**config.mk**
```make
export PLATFORM = sky130hd
export DESIGN_NAME = pico_bus_fabric_flat
export DESIGN_NICKNAME = d
export VERILOG_FILES = /design/src/rtl/pico_bus_fabric_if.sv /design/src/rtl/pico_bus_fabric.sv /design/src/flat_wrapper.sv
export SDC_FILE = /design/constraint.sdc
export NUM_CORES = 1
export LEC_CHECK = 0
export ABC_AREA = 1
export CAP_MARGIN = 20
export CELL_PAD_IN_SITES_DETAIL_PLACEMENT = 0
export CELL_PAD_IN_SITES_GLOBAL_PLACEMENT = 1
export CORE_AREA = 2 2 137 139
export DETAILED_ROUTE_END_ITERATION = 8
export DIE_AREA = 0 0 139 141
export DONT_BUFFER_PORTS = 1
export PLACE_DENSITY_LB_ADDON = 0.1
export SLEW_MARGIN = 0
export SYNTH_ARGS = -nofsm -noshare
export SYNTH_HDL_FRONTEND = slang
export SYNTH_SLANG_ARGS = --single-unit
export TNS_END_PERCENT = 10
```
**constraint.sdc**
```tcl
create_clock -name clk -period 5.2 [get_ports clk]
set_clock_uncertainty 0.2 [all_clocks]
set_input_delay 1.04 -clock clk [delete_from_list [all_inputs] [get_ports clk]]
set_output_delay 1.04 -clock clk [all_outputs]
set_load 0.01 [all_outputs]
```
**src/rtl/pico_bus_fabric_if.sv**
```systemverilog
// rtl/pico_bus_fabric_if.sv - CPU-side and slave-side signals of the picorv32 bus fabric
interface pico_bus_fabric_if #(
    parameter int NUM_SLV = 4
);
    logic                   m_valid;
    logic [31:0]            m_addr;
    logic [31:0]            m_wdata;
    logic [3:0]             m_wstrb;
    logic                   m_ready;
    logic [31:0]            m_rdata;
    logic [NUM_SLV-1:0]     s_sel;
    logic                   s_req;
    logic [31:0]            s_addr;
    logic [31:0]            s_wdata;
    logic [3:0]             s_wstrb;
    logic [NUM_SLV-1:0]     s_ack;
    logic [NUM_SLV*32-1:0]  s_rdata;

    // The fabric takes the slave view: it answers the CPU and drives the slave selects.
    modport slave (
        input  m_valid, m_addr, m_wdata, m_wstrb, s_ack, s_rdata,
        output m_ready, m_rdata, s_sel, s_req, s_addr, s_wdata, s_wstrb
    );

    modport master (
        output m_valid, m_addr, m_wdata, m_wstrb, s_ack, s_rdata,
        input  m_ready, m_rdata, s_sel, s_req, s_addr, s_wdata, s_wstrb
    );
endinterface

```
**src/rtl/pico_bus_fabric.sv**
```systemverilog
// rtl/pico_bus_fabric.sv - picorv32 address decoder with fixed-cycle and req/ack-with-timeout completion
module pico_bus_fabric #(
    parameter int                             NUM_SLV        = 4,
    parameter int                             DECODE_BITS    = 4,
    parameter logic [NUM_SLV*DECODE_BITS-1:0] SLV_TAGS       = {4'h5, 4'h3, 4'h1, 4'h0},
    parameter logic [NUM_SLV-1:0]             SLV_ACK_FIXED  = 4'b0111,
    parameter int                             TIMEOUT_CYCLES = 255,
    parameter logic [31:0]                    ERR_RDATA      = 32'hDEADBEEF
) (
    input  logic             clk,
    input  logic             rst,
    pico_bus_fabric_if.slave bus,
    input  logic             err_clr,
    output logic             err_flag,
    output logic [31:0]      err_addr,
    output logic [7:0]       err_cnt
);
    localparam int IDX_W = (NUM_SLV > 1) ? $clog2(NUM_SLV) : 1;
    localparam int CNT_W = (TIMEOUT_CYCLES > 1) ? $clog2(TIMEOUT_CYCLES + 1) : 1;

    typedef enum logic [1:0] {IDLE, REQ, WAIT, DONE} state_t;
    state_t state, state_nx;

    logic [IDX_W-1:0] idx, hit_idx;
    logic             hit_any, is_err, ack, expire;
    logic [31:0]      rdata_r, slv_rdata;
    logic [CNT_W-1:0] tmo_cnt, tmo_nxt;

    // Descending scan so the lowest matching index is the one left standing.
    always_comb begin
        hit_any = 1'b0;
        hit_idx = '0;
        for (int i = NUM_SLV - 1; i >= 0; i--) begin
            if (bus.m_addr[31 -: DECODE_BITS] == SLV_TAGS[i*DECODE_BITS +: DECODE_BITS]) begin
                hit_any = 1'b1;
                hit_idx = IDX_W'(i);
            end
        end
    end

    assign ack       = bus.s_ack[idx];
    assign slv_rdata = bus.s_rdata[32*idx +: 32];
    assign tmo_nxt   = tmo_cnt + CNT_W'(1);
    assign expire    = (TIMEOUT_CYCLES != 0) && (tmo_nxt == CNT_W'(TIMEOUT_CYCLES));

    always_ff @(posedge clk or posedge rst) begin
        if (rst) state <= IDLE;
        else     state <= state_nx;
    end

    always_comb begin
        state_nx = state;
        case (state)
            IDLE: if (bus.m_valid) state_nx = (hit_any && !SLV_ACK_FIXED[hit_idx]) ? REQ : DONE;
            REQ:  state_nx = ack ? DONE : WAIT;
            WAIT: if (ack || expire) state_nx = DONE;
            DONE: state_nx = IDLE;
            default: state_nx = IDLE;
        endcase
    end

    always_comb begin
        bus.m_ready = (state == DONE);
        bus.s_req   = (state == REQ);
        bus.m_rdata = '0;
        if (state == DONE) begin
            if (is_err)                  bus.m_rdata = ERR_RDATA;
            else if (SLV_ACK_FIXED[idx]) bus.m_rdata = slv_rdata;
            else                         bus.m_rdata = rdata_r;
        end
        bus.s_sel = '0;
        for (int i = 0; i < NUM_SLV; i++) begin
            bus.s_sel[i] = bus.m_valid && hit_any && (hit_idx == IDX_W'(i)) && (state != DONE);
        end
    end

    assign bus.s_addr  = bus.m_addr;
    assign bus.s_wdata = bus.m_wdata;
    assign bus.s_wstrb = bus.m_wstrb;

    always_ff @(posedge clk or posedge rst) begin
        if (rst) begin
            idx     <= '0;
            is_err  <= 1'b0;
            rdata_r <= '0;
            tmo_cnt <= '0;
        end else begin
            case (state)
                IDLE: if (bus.m_valid) begin
                    idx    <= hit_idx;
                    is_err <= !hit_any;
                end
                REQ: begin
                    tmo_cnt <= '0;
                    if (ack) rdata_r <= slv_rdata;
                end
                WAIT: begin
                    if (ack) begin
                        rdata_r <= slv_rdata;
                    end else begin
                        tmo_cnt <= tmo_nxt;
                        if (expire) is_err <= 1'b1;
                    end
                end
                default: ;
            endcase
        end
    end

    // A new error in the same cycle as err_clr keeps the flag set.
    always_ff @(posedge clk or posedge rst) begin
        if (rst) begin
            err_flag <= 1'b0;
            err_addr <= '0;
            err_cnt  <= '0;
        end else if (state == DONE && is_err) begin
            err_flag <= 1'b1;
            err_addr <= bus.m_addr;
            if (err_cnt != 8'hFF) err_cnt <= err_cnt + 8'd1;
        end else if (err_clr) begin
            err_flag <= 1'b0;
        end
    end
endmodule

```
**src/flat_wrapper.sv**
```systemverilog
// flat-port wrapper written by rule: the top's interface ports become plain ports
module pico_bus_fabric_flat 
#(
    parameter int                             NUM_SLV        = 4,
    parameter int                             DECODE_BITS    = 4,
    parameter logic [NUM_SLV*DECODE_BITS-1:0] SLV_TAGS       = {4'h5, 4'h3, 4'h1, 4'h0},
    parameter logic [NUM_SLV-1:0]             SLV_ACK_FIXED  = 4'b0111,
    parameter int                             TIMEOUT_CYCLES = 255,
    parameter logic [31:0]                    ERR_RDATA      = 32'hDEADBEEF
)
  (clk, rst, err_clr, err_flag, err_addr, err_cnt, bus_m_valid, bus_m_addr, bus_m_wdata, bus_m_wstrb, bus_s_ack, bus_s_rdata, bus_m_ready, bus_m_rdata, bus_s_sel, bus_s_req, bus_s_addr, bus_s_wdata, bus_s_wstrb);
  pico_bus_fabric_if #(.NUM_SLV(NUM_SLV)) bus_i ();
  input  logic clk;
  input  logic rst;
  input  logic err_clr;
  output logic err_flag;
  output logic [31:0] err_addr;
  output logic [7:0] err_cnt;
  input wire logic [$bits(bus_i.m_valid)-1:0] bus_m_valid;
  input wire logic [$bits(bus_i.m_addr)-1:0] bus_m_addr;
  input wire logic [$bits(bus_i.m_wdata)-1:0] bus_m_wdata;
  input wire logic [$bits(bus_i.m_wstrb)-1:0] bus_m_wstrb;
  input wire logic [$bits(bus_i.s_ack)-1:0] bus_s_ack;
  input wire logic [$bits(bus_i.s_rdata)-1:0] bus_s_rdata;
  output wire logic [$bits(bus_i.m_ready)-1:0] bus_m_ready;
  output wire logic [$bits(bus_i.m_rdata)-1:0] bus_m_rdata;
  output wire logic [$bits(bus_i.s_sel)-1:0] bus_s_sel;
  output wire logic [$bits(bus_i.s_req)-1:0] bus_s_req;
  output wire logic [$bits(bus_i.s_addr)-1:0] bus_s_addr;
  output wire logic [$bits(bus_i.s_wdata)-1:0] bus_s_wdata;
  output wire logic [$bits(bus_i.s_wstrb)-1:0] bus_s_wstrb;
  assign bus_i.m_valid = bus_m_valid;
  assign bus_i.m_addr = bus_m_addr;
  assign bus_i.m_wdata = bus_m_wdata;
  assign bus_i.m_wstrb = bus_m_wstrb;
  assign bus_i.s_ack = bus_s_ack;
  assign bus_i.s_rdata = bus_s_rdata;
  assign bus_m_ready = bus_i.m_ready;
  assign bus_m_rdata = bus_i.m_rdata;
  assign bus_s_sel = bus_i.s_sel;
  assign bus_s_req = bus_i.s_req;
  assign bus_s_addr = bus_i.s_addr;
  assign bus_s_wdata = bus_i.s_wdata;
  assign bus_s_wstrb = bus_i.s_wstrb;
  pico_bus_fabric #(.NUM_SLV(NUM_SLV), .DECODE_BITS(DECODE_BITS), .SLV_TAGS(SLV_TAGS), .SLV_ACK_FIXED(SLV_ACK_FIXED), .TIMEOUT_CYCLES(TIMEOUT_CYCLES), .ERR_RDATA(ERR_RDATA)) u_core (.clk(clk), .rst(rst), .bus(bus_i), .err_clr(err_clr), .err_flag(err_flag), .err_addr(err_addr), .err_cnt(err_cnt));
endmodule
```
==> results.yml, run 1 <==
layout:
  area_growth_pct: -1.350
  final_common_cell: "nand2_1"
  diodes: 0
  final_nets: 911
  most-common-layout-cells: "301 x nand2_1, 85 x dfrtp_1, 63 x nor2_1, 55 x o21ai_0"
  finalNonFillerCells: 939
  fin_area_um2: 5488
  drive_above_1_share_pct: 4.681
synthesis:
  async_flop_share_pct: 100.0
  yosys-top-cells-area: "dfrtp_1 39%, nand2_1 20%, buf_4 10%"
  synth_top_cell_by_area: "dfrtp_1"
  netlist.area_leader.share_pct: 38.69
  synth_cell_types: 27
  yosysSeqAreaShare_pct: 38.69
  syn-mean-instance-area_um2: 7.015
  netlist_instances: 793
  synth_warnings: 0
  synthesis.nets: 1004
  synth_edf_count: 0
  synthFlopType: "dfrtp_1"
  ys_ff_latch: 86
  synth_area_um2: 5563
pwr:
  p_comb_share_pct: 46.0
  powerDensity_nw_per_um2: 642.5
  power_leakage_nw: 2.630
  swShare_pct: 49.24
  p_int_w: 0.001790
  irDropWorstVdd_uv: 201.3
  power.switching_w: 0.001736
  pwr-share-clk_pct: 18.1
  p_seq_share_pct: 35.9
floorplan:
  die_x_um: 139
  core_region_area_um2: 18270
  die-area_um2: 19600
  io_pins: 351
  start_util_pct: 30.45
  die_y_um: 141
  rows: 50
timing:
  fin_hold_ws_ns: 0.2801
  rsz0062_at_grt: "no"
  drv_slew: 0
  fin_crit_ns: 4.206
  timing.fmax_mhz: 237.8
  maxSlewHeadroom_pct: 22.65
  post-route-period-util_pct: 80.89
  worst_slew_pin_slew_ns: 1.160
  hold_viol_final: 0
  finalSetupViolCount: 0
  setup_tns_ns: 0
placed_design:
  dp.cells: 922
  dpl_cell_area_um2: 5180
  port_buffers: 0
  hpwl_um: 12230
  place.gp.congestion: 0.7858
critical_path:
  path_class: "flop to output pin"
  critPathMaxFanout: 41
  crit_slowest_cell: "dfrtp_1"
  slowest_delay_ns: 0.82
  cp-start-kind: "flop"
  reg2reg_from: "u_core.idx[1]"
  crit_start: "u_core.idx[1]"
  crit_path_end_kind: "output pin"
  critPathRequiredTime_ns: 3.96
  crit_chain: "inv_2 -> o21ai_0 -> o22ai_1 -> nand2_1 -> a31oi_1"
  worstPathArrival_ns: 2.97
global_routing:
  antenna_found_initial: 0
  first_global_vias: 4786
  grt_max_degree: 69
  gr-usage-met1_pct: 20.23
  overflow: 0
  met2_usage_pct: 29.35
  grt_use_met3_pct: 4.721
  top_usage_layer: "met2"
  grt_pass1_wl_um: 26410
  grt_usage_pct: 17.04
flow_run:
  max_cap_violations: 0
clock_tree:
  htreeDepth: 3
  postCtsSetupRepairBufs: 0
  tritoncts: "yes"
  postCtsHoldBufs: 0
  clk_pin_slew_ns: 0.07
  cts_sinks: 86
  clockRootBuffer: "clkbuf_16"
  clk_latency_ns: 0.35
  cts.repair.resized: 0
  cts_buffers: 9
  clock_path_buffers: 2
route:
  via_count: 4802
  via_per_inst: 5.114
  wl_per_cell_um: 18.24
  detail-route-antenna-nets: 0
  drtIter0Drc: 184
  postRouteWirelength_um: 17130
  drt_pre_antenna_iters: 4
  drc: 0
worst_hold_path:
  hp-start: "u_core.rdata_r[16]"
  hold_path_class: "flop to flop"
run_status:
  status: "finished clean"
-- worst max-delay path: cells and delay by family, from the launching register on --
family          cells  cell delay (ns)
buf+inv             1             0.77
flops               1             0.82
compound gates      3             0.92
simple gates        1             0.08
-- sequential cells by signal, indices dropped and copies added (netlist names) --
| register | flops |
|---|---|
| u_core.err_addr | 32 |
| u_core.rdata_r | 32 |
| u_core.err_cnt | 8 |
| u_core.tmo_cnt | 8 |
| u_core.idx | 2 |
| u_core.state | 2 |
| u_core.err_flag | 1 |
| u_core.is_err | 1 |
-- cell families after synthesis --
family	synth area share (%)
xor gates and xnor gates	1.102
AOI/OAI and AO/OA	16.08
adders and majority gates	1.574
buffers and inverters	15.50
and+or+nand+nor	27.06
DFF	38.69
-- per-stage QoR --
stage	utilization, %	power (W)	setup slack [ns]
2_1_floorplan	-	0.002567	1.738
3_3_place_gp	28.36	0.002898	1.382
3_5_place_dp	28.36	0.002928	1.302
4_1_cts	29.93	0.003585	0.8794
5_1_grt	30.04	0.003878	0.7441
6_report	30.04	0.003526	0.9940
-- per-layer routing --
metal	wire (um)	share of wire [%]
met1	7060	41
met2	8222	48
met5	0	0
met4	369	2.2
met3	1475	8.6
-- synthesized netlist by cell type, types with 8 or more instances --
master / instances
nor2_1: 63
o22ai_1: 28
o21ai_0: 55
dfrtp_1: 86
nand2_1: 301
o21ai_1: 24
inv_1: 29
a31oi_1: 24
a32o_1: 8
nand3_1: 16
buf_4: 75
clkbuf_1: 16
buf_2: 17
a21oi_1: 17
-- final timing paths --
| kind | end | slack, ns | cells after the start |
|---|---|---|---|
| worst max-delay path | bus_m_rdata[21] | 0.99 | 5 |
| worst min-delay path | u_core.rdata_r[16] | 0.28 | 2 |
| worst max register to register | u_core.rdata_r[9] | 1.80 | 8 |
| worst min register to register | u_core.rdata_r[16] | 0.28 | 2 |
| max in group asynchronous | u_core.rdata_r[5] | 3.39 | 3 |
| min in group asynchronous | u_core.rdata_r[14] | 0.39 | 1 |
-- power by group through the flow --
stage / logic (W) / clock network, W / registers (W)
final: 0.00162 / 0.000638 / 0.00127
after global routing: 0.00189 / 0.000682 / 0.00131
after CTS: 0.00166 / 0.000661 / 0.00127
after detailed placement: 0.00166 / 0 / 0.00127
after global placement: 0.00163 / 0 / 0.00127
after floorplan: 0.00138 / 0 / 0.00119
-- final cells by class --
| class | count | area, um^2 |
|---|---|---|
| Clock buffer | 9 | 225.2 |
| Sequential cell | 86 | 2153 |
| Inverter | 35 | 132.6 |
| Fill cell | 1983 | 12780 |
| Tap cell | 234 | 292.8 |
| Multi-Input combinational cell | 560 | 2549 |
| Clock inverter | 7 | 62.56 |
| Timing Repair Buffer | 8 | 72.57 |
Note: power is estimated with default switching activity, not from simulation.
==> run 2: changes to the inputs <==
==> constraint.sdc (replaced) <==
create_clock -name clk -period 3.4 [get_ports clk]
set_clock_uncertainty 0.2 [all_clocks]
set_input_delay 0.68 -clock clk [delete_from_list [all_inputs] [get_ports clk]]
set_output_delay 0.68 -clock clk [all_outputs]
set_load 0.01 [all_outputs]
==> results.yml, run 2 (synthesized netlist as in run 1, its figures left out) <==
route:
  drc: 0
  via_count: 4953
  drt_pre_antenna_iters: 6
  detail-route-antenna-nets: 0
  drtIter0Drc: 261
  wl_per_cell_um: 18.37
  postRouteWirelength_um: 17610
  via_per_inst: 5.165
critical_path:
  worstPathArrival_ns: 2.27
  critPathMaxFanout: 68
  worstReg2RegEnd: "u_core.rdata_r[19]"
  cp-start-kind: "flop"
  cpMostUsedCell: "buf_4"
  slowest_delay_ns: 0.53
  crit_family: "buffers and inverters"
  reg2reg_depth: 7
  rrSetupSlack_ns: 1.01
  crit_slowest_cell: "buf_4"
  crit_chain: "buf_4 -> nand2_2 -> inv_2 -> nand2_1 -> a31oi_1 -> buf_4"
  critPathRequiredTime_ns: 2.52
  crit_path_end_kind: "output pin"
  path_buf_inv: 3
  reg2reg_from: "u_core.idx[0]"
  path_class: "flop to output pin"
placed_design:
  place.gp.congestion: 0.8498
  hpwl_um: 12930
  dpl_cell_area_um2: 5350
  port_buffers: 0
  dp_worst_setup_slack_ns: 0.5951
clock_tree:
  cts_buffers: 9
  clockRootBuffer: "clkbuf_16"
  postCtsSetupRepairBufs: 0
  postCtsHoldBufs: 0
  cts.repair.resized: 0
  clk_pin_slew_ns: 0.07
  clk_latency_ns: 0.35
  cts_sinks: 86
  tritoncts: "yes"
  htreeDepth: 3
  clock_path_buffers: 2
global_routing:
  grt_max_degree: 87
  antenna_found_initial: 0
  grt_usage_pct: 17.37
  first_global_vias: 4923
  grt_pass1_wl_um: 27030
  overflow: 0
timing:
  finalWorstSetupSlack_ns: 0.2454
  timing.fmax_mhz: 317.0
  worst_slew_pin_slew_ns: 0.6979
  rsz0062_at_grt: "no"
  drv_slew: 0
  hold_viol_final: 0
  finalSetupViolCount: 0
  fin_crit_ns: 3.155
  maxSlewHeadroom_pct: 53.43
  setup_tns_ns: 0
  post-route-period-util_pct: 92.78
pwr:
  powerDensity_nw_per_um2: 983.3
  power_leakage_nw: 2.735
  power_w: 0.005546
  irDropWorstVdd_uv: 436.6
layout:
  final_nets: 931
  final_core_util_pct: 30.88
  most-common-layout-cells: "301 x nand2_1, 85 x dfrtp_1, 63 x nor2_1, 55 x o21ai_0"
  fin_area_um2: 5640
  area_growth_pct: 1.395
  diodes: 0
  drive_above_1_share_pct: 7.310
  final_common_cell: "nand2_1"
  largestRegisters: "u_core.err_addr x32, u_core.rdata_r x32"
floorplan:
  die_y_um: 141
  core_region_area_um2: 18270
  die-area_um2: 19600
  io_pins: 351
  rows: 50
  die_x_um: 139
  start_util_pct: 30.45
worst_hold_path:
  hold_path_class: "primary input to async pin"
flow_run:
  max_cap_violations: 0
run_status:
  status: "finished clean"
==> run 2: changes by cell type in the layout (fill, tap and decap cells not counted), sizes merged <==
cell / delta
buf: +20
==> run 2: area by class of cell <==
cell class              instances  area [um^2]
well taps                     234        292.8
fillers                      1998        12630
repair buffers                 28        222.7
multi-input cells             560         2549
inverters                      35        132.6
flip-flops and latches         86         2153
clock inverters                 7        65.06
clock buffers                   9        225.2
==> run 2: worst max path at each step <==
stage	to	depth (start not counted)	from	slack (ns)
2_1_floorplan	u_core.err_addr[0]	1	rst	0.30
3_3_place_gp	bus_m_rdata[1]	6	u_core.idx[0]	0.61
3_5_place_dp	bus_m_rdata[1]	6	u_core.idx[0]	0.60
4_1_cts	bus_m_rdata[1]	6	u_core.idx[0]	0.20
5_1_grt	bus_m_rdata[1]	6	u_core.idx[0]	0.04
6_report	bus_m_rdata[1]	6	u_core.idx[0]	0.25
==> run 2: worst reg2reg max path, delay by kind of cell (launching register included) <==
kind	cells	cell delay, ns
DFF	1	0.38
buffers and inverters	2	0.91
and+or+nand+nor	3	0.33
AOI/OAI and AO/OA	2	0.51
==> run 2: stage by stage <==
step                      cells  hold WS (ns)
after floorplan             793        0.2493
after global placement      943        0.2617
after detailed placement    943        0.2655
after CTS                   959        0.1370
after global routing        959        0.1319
final                       959        0.1036
==> run 2: per-layer routing <==
| layer | part of all wire, % | up-vias | routed length (um) | GRT usage (%) |
|---|---|---|---|---|
| li1 | - | 2357 | - | - |
| met1 | 41 | 2273 | 7260 | 21.05 |
| met2 | 48 | 294 | 8445 | 29.35 |
| met3 | 8.8 | 29 | 1554 | 4.959 |
| met4 | 2.0 | 0 | 353 | 6.699 |
| met5 | 0 | - | 0 | 0 |
==> run 2: where the power goes <==
group / switching, W / total, W / internal [W]
Clock: 0.000474 / 0.000989 / 0.000515
Sequential: 0.000420 / 0.00190 / 0.00148
Combinational: 0.00180 / 0.00266 / 0.000860
Total: 0.00269 / 0.00555 / 0.00285
==> run 3: changes to the inputs <==
--- a/config.mk
+++ b/config.mk
@@ -14,6 +14,7 @@
 export DIE_AREA = 0 0 139 141
 export DONT_BUFFER_PORTS = 1
 export PLACE_DENSITY_LB_ADDON = 0.1
+export SKIP_CTS_REPAIR_TIMING = 1
 export SLEW_MARGIN = 0
 export SYNTH_ARGS = -nofsm -noshare
 export SYNTH_HDL_FRONTEND = slang
==> results of run 3 <==
Final layout, timing and power as in run 2 (identical DEF).
